### config.mk
export PLATFORM = sky130hd
export DESIGN_NAME = exp4_unidade_controle
export DESIGN_NICKNAME = d
export VERILOG_FILES = /design/src/rtl/exp4_unidade_controle.sv
export SDC_FILE = /design/constraint.sdc
export NUM_CORES = 1
export LEC_CHECK = 0
export CAP_MARGIN = 20
export CORE_AREA = 4 4 41 43
export DETAILED_ROUTE_END_ITERATION = 12
export DIE_AREA = 0 0 45 47
export GPL_ROUTABILITY_DRIVEN = 0
export PLACE_DENSITY_LB_ADDON = 0.08
export REMOVE_ABC_BUFFERS = 1
export SLEW_MARGIN = 20
export SYNTH_ARGS = -nofsm -noshare
export SYNTH_HDL_FRONTEND = slang
export SYNTH_SLANG_ARGS = --single-unit
### constraint.sdc
create_clock -name clock -period 2.85 [get_ports clock]
set_input_delay 0.285 -clock clock [delete_from_list [all_inputs] [get_ports clock]]
set_output_delay 0.285 -clock clock [all_outputs]
set_load 0.1 [all_outputs]
### src/rtl/exp4_unidade_controle.sv
// Moore control unit for the memory-game datapath: clears, steps and compares 16 moves.
// Optional macro TIMEOUT_EN adds a move timeout of TIMEOUT_CYCLES cycles in ESPERA.
module exp4_unidade_controle #(
  parameter int TIMEOUT_CYCLES = 5000
) (
  input  logic       clock,
  input  logic       reset,
  input  logic       iniciar,
  input  logic       jogada_feita,
  input  logic       igual,
  input  logic       fimC,
  output logic       zeraC,
  output logic       contaC,
  output logic       zeraR,
  output logic       registraR,
  output logic       pronto,
  output logic       acertou,
  output logic       errou,
  output logic       timeout,
  output logic [3:0] db_estado
);

  typedef enum logic [3:0] {
    INICIAL     = 4'b0000,
    PREPARACAO  = 4'b0001,
    ESPERA      = 4'b0010,
    REGISTRA    = 4'b0100,
    COMPARACAO  = 4'b0101,
    PROXIMO     = 4'b0110,
    FIM_ACERTO  = 4'b1010,
    FIM_ERRO    = 4'b1110,
    FIM_TIMEOUT = 4'b1101
  } estado_t;

  estado_t estado_reg;
  estado_t estado_next;
  logic    expirou;

`ifdef TIMEOUT_EN
  localparam bit TO_ON = 1'b1;
  localparam int TO_W  = $clog2(TIMEOUT_CYCLES);
  localparam logic [TO_W-1:0] TO_LAST = TO_W'(TIMEOUT_CYCLES - 1);

  logic [TO_W-1:0] ciclos_reg;

  // Held at zero outside ESPERA, so every entry into ESPERA starts from zero.
  always_ff @(posedge clock or posedge reset) begin
    if (reset) begin
      ciclos_reg <= '0;
    end else if (estado_reg != ESPERA) begin
      ciclos_reg <= '0;
    end else begin
      ciclos_reg <= ciclos_reg + 1'b1;
    end
  end

  assign expirou = (ciclos_reg == TO_LAST);
`else
  localparam bit TO_ON = 1'b0;

  assign expirou = 1'b0;

  // TIMEOUT_CYCLES only has an effect with the timeout build.
  if (TIMEOUT_CYCLES < 2) begin : g_timeout_cycles_out_of_range
  end
`endif

  always_ff @(posedge clock or posedge reset) begin
    if (reset) begin
      estado_reg <= INICIAL;
    end else begin
      estado_reg <= estado_next;
    end
  end

  always_comb begin
    estado_next = estado_reg;
    case (estado_reg)
      INICIAL: begin
        if (iniciar) estado_next = PREPARACAO;
      end
      PREPARACAO: begin
        estado_next = ESPERA;
      end
      ESPERA: begin
        // A move arriving in the last allowed cycle beats the timeout.
        if (jogada_feita) begin
          estado_next = REGISTRA;
        end else if (expirou) begin
          estado_next = FIM_TIMEOUT;
        end
      end
      REGISTRA: begin
        estado_next = COMPARACAO;
      end
      COMPARACAO: begin
        if (!igual) begin
          estado_next = FIM_ERRO;
        end else if (fimC) begin
          estado_next = FIM_ACERTO;
        end else begin
          estado_next = PROXIMO;
        end
      end
      PROXIMO: begin
        estado_next = ESPERA;
      end
      FIM_ACERTO, FIM_ERRO: begin
        if (iniciar) estado_next = PREPARACAO;
      end
      FIM_TIMEOUT: begin
        if (!TO_ON) begin
          estado_next = INICIAL;
        end else if (iniciar) begin
          estado_next = PREPARACAO;
        end
      end
      default: begin
        estado_next = INICIAL;
      end
    endcase
  end

  always_comb begin
    zeraC     = 1'b0;
    contaC    = 1'b0;
    zeraR     = 1'b0;
    registraR = 1'b0;
    pronto    = 1'b0;
    acertou   = 1'b0;
    errou     = 1'b0;
    timeout   = 1'b0;
    case (estado_reg)
      PREPARACAO: begin
        zeraC = 1'b1;
        zeraR = 1'b1;
      end
      REGISTRA: registraR = 1'b1;
      PROXIMO:  contaC    = 1'b1;
      FIM_ACERTO: begin
        pronto  = 1'b1;
        acertou = 1'b1;
      end
      FIM_ERRO: begin
        pronto = 1'b1;
        errou  = 1'b1;
      end
      FIM_TIMEOUT: begin
        pronto  = TO_ON;
        timeout = TO_ON;
      end
      default: begin
      end
    endcase
  end

  assign db_estado = estado_reg;

endmodule

After elaboration in Yosys (flattened, before gate mapping)
Index checks and enable logic that the tools add are counted.
{"block": "classes", "n_shift": 0, "n_reduce_logical": 5, "eq_ne": 9, "div_mod_pow": 0, "n_mux": 11, "magnitude_cmp": 0, "bitwise": 0, "n_mul": 0, "addsub": 0}
{"cell": "4-bit one-hot mux with 5 select lines", "count": 1}
{"cell": "4-bit 2-to-1 mux", "count": 4}
{"cell": "4-bit by 3-bit equality test with 1-bit output (second input constant)", "count": 3}
{"cell": "4-bit equality test (second input constant)", "count": 2}
{"cell": "1-bit 2-to-1 mux", "count": 6}
{"cell": "4-bit by 1-bit equality test with 1-bit output (second input constant)", "count": 1}
{"cell": "4-bit by 2-bit equality test with 1-bit output (second input constant)", "count": 1}
{"cell": "4-bit zero test", "count": 1}
{"cell": "2-bit OR reduction", "count": 2}
{"cell": "3-bit OR reduction", "count": 1}
{"cell": "2-bit by 1-bit != test with 1-bit output (second input constant)", "count": 1}
{"cell": "2-bit != test (second input constant)", "count": 1}
{"cell": "2-bit AND reduction", "count": 1}
{"block": "totals", "mem_bits_rw": 0, "input_bits": 6, "output_inout_bits": 12, "ff_bits": 4, "word_cells": 26, "rom_bits": 0, "mem_count": 0, "latch_bits": 0}

Depth between registers and ports, before layout
{"block": "depth", "word_depth": 4, "depth_mapped": 4, "mapped_depth_nobuf": 3}

Least setup slack after synthesis
Ideal clock, no wire load.
{"block": "synth_path", "path_type": "register to output", "from": "reg estado_reg[3], in the netlist db_estado[3]", "to": "out zeraR", "required_time_ns": 2.565, "arrival_time_ns": 3.872, "path_stages_with_launch": 5, "path_slack_ns": -1.307, "path_buffers": 2, "path_cell_list": "dfrtp_1 > buf_2 > nand2b_1 > nor3_1 > buf_4"}
{"block": "synth_via", "elab_chain_len": 2}
{"item": "start, declared", "line_no": "35", "rtl": "estado_t estado_reg;"}
{"item": "start signal, assigned", "line_no": "72", "rtl": "estado_reg <= estado_next;"}
{"item": "4-bit by 1-bit equality test with 1-bit output"}
{"item": "1-bit 2-to-1 mux"}
{"item": "end, declared", "line_no": "14", "rtl": "output logic zeraR,"}
Every way passes these cells.

Final worst setup path
{"block": "layout_path", "from": "reg estado_reg[3], in the netlist db_estado[3]", "to": "out registraR"}
{"block": "layout_via", "elab_chain_len": 2}
{"item": "4-bit by 3-bit equality test with 1-bit output", "line_no": "133", "rtl": "case (estado_reg)"}
{"item": "1-bit 2-to-1 mux", "line_no": "133"}
{"item": "end, declared", "line_no": "15", "rtl": "output logic registraR,"}
Every way passes these cells.

==> out/metrics.cfg <==
[global_routing]
grt_max_degree=12
grt_pass1_vias=276
grt_pass1_wl_um=1150
grt_overflow=0
antenna_found_initial=0
grtUsageTotal=0.0814

[synth]
synth_cells=34
ys_ff_latch=4
syn_area_per_cell_um2=8.10
synthesis.yosys.warnings=0
yosys.area.top_type_share=0.364
synthTopCellsByArea=dfrtp_1, and3b_2, buf_4
yosysUniqueCellTypes=21
synth_area_um2=275
yosysTopAreaCell=dfrtp_1
seq_area_frac_synth=0.364

[hold_path]
holdCritPathClass=in2async

[detailed_routing]
detail_route.wirelength_um=730
via_count=285
drt_iter0_drc=6
wl_per_cell_um=11.2
viasPerCell=4.38
first_pass_iters=2
drcViolationCount=0
ant_nets=0

[job]
max-cap-violations=0

[floorplan]
rows=13
die_area_um2=2120
die_height_um=47
start_util=0.212
pin_count=18
core_area_um2=1300
fp.dieW_um=45

[final_layout]
area_delta_synth_final_pct=55.9
mostFrequentLayoutCell=buf_4
mostFrequentLayoutCells=buf_4, clkdlybuf4s50_1, dfrtp_1
largest_reg_flops=4
final_nets=58
antenna_cells=0
drive_gt1_frac=0.360

[clock_network]
ctsHoldBuffers=0
cts_buffer_depth=2
cts_tree=done
postCtsSetupBuffers=0
clkLatencyLatePin_ns=0.24
numCtsBuffers=3
htreeDepth=1
clk_pin_slew_ns=0.04
cts_sinks=4
ctsResizeCount=0
clockRootBuffer=clkbuf_4

[sta]
finalHoldViolations=0
rsz0062_at_grt=no
holdWs_ns=0.231
setup_viol=0
fmax_ghz=0.552
maxSlewViolCount=0
min_period_ns=1.81
setup_tns_ns=0
clock_skew_ns=0.00503
min_period_over_period=0.635

[worst_setup_path]
cp.required_ns=2.57
reg2reg_setup_slack_ns=1.58
cp_max_fo=11
crit_path_end_kind=output port
reg2reg_from=db_estado[3]
path_class=reg2out
reg2regPathDepth=3
arrival_ns=1.53
startpoint_type=flip-flop
r2r_end=db_estado[2]

[run_status]
status=finished, final reports clean

[placement]
port_buffers=16
dp.final_hpwl_um=593

[synth_stat cells (all sizes together)]
| cell type | instances |
|---|---|
| buf | 3 |
| nand2b | 1 |
| nand3 | 1 |
| a21o | 1 |
| nor2 | 3 |
| nor2b | 1 |
| a22oi | 1 |
| and3 | 1 |
| o21ai | 2 |
| nor3b | 1 |
| inv | 3 |
| dfrtp | 4 |
| o22ai | 2 |
| or3 | 1 |
| and3b | 2 |
| conb | 1 |
| a21oi | 1 |
| nor3 | 1 |
| or3b | 1 |
| nand2 | 3 |
[area by class of cell]
| class | instances | area, um^2 |
|---|---|---|
| well taps | 15 | 18.8 |
| multi-input cells | 24 | 144 |
| fillers | 160 | 872 |
| repair buffers | 16 | 133 |
| inverters | 3 | 11.3 |
| flip-flops and latches | 4 | 100 |
| clock buffers | 3 | 22.5 |
[through the flow]
step                      setup WS, ns  instance area [um^2]   util  std cells
after global placement            1.27                   407  0.313         62
after floorplan                  -2.59                   255      -         31
after CTS                         1.02                   429  0.330         65
after detailed placement          1.28                   407  0.313         62
final                             1.04                   429  0.330         65
after global routing             0.926                   429  0.330         65
[per-layer routing]
metal | vias up | part of all wire | global-route usage
li1 | 144 | - | -
met1 | 125 | 0.39 | 0.0820
met2 | 14 | 0.47 | 0.119
met3 | 2 | 0.11 | 0.0613
met4 | 0 | 0.023 | 0.0526
met5 | - | 0 | 0
[worst max-delay path by stage]
stage	startpoint	to	slack [ns]	cells after the start
2_1_floorplan	db_estado[0]	zeraC	-2.59	2
3_3_place_gp	db_estado[2]	registraR	1.27	3
3_5_place_dp	db_estado[2]	registraR	1.28	3
4_1_cts	db_estado[2]	registraR	1.02	3
5_1_grt	db_estado[2]	registraR	0.93	3
6_report	db_estado[3]	registraR	1.04	3
[cells by family (layout without fill, tap and decap cells)]
family	Yosys count	in the layout	synth area share
AO/OA/AOI/OAI	7	7	0.155
buffers and inverters	6	22	0.114
flip-flops	4	4	0.364
other	1	1	0.0136
AND/OR/NAND/NOR	16	16	0.355
[critical path: stages, from the launching register on]
cell and delay, ns:
dfrtp_1 0.46, or3b_4 0.43, nor2_1 0.10, buf_4 0.30
Power is not shown: default switching activity piles up to over one toggle a cycle in this logic, so the estimate is an artifact.
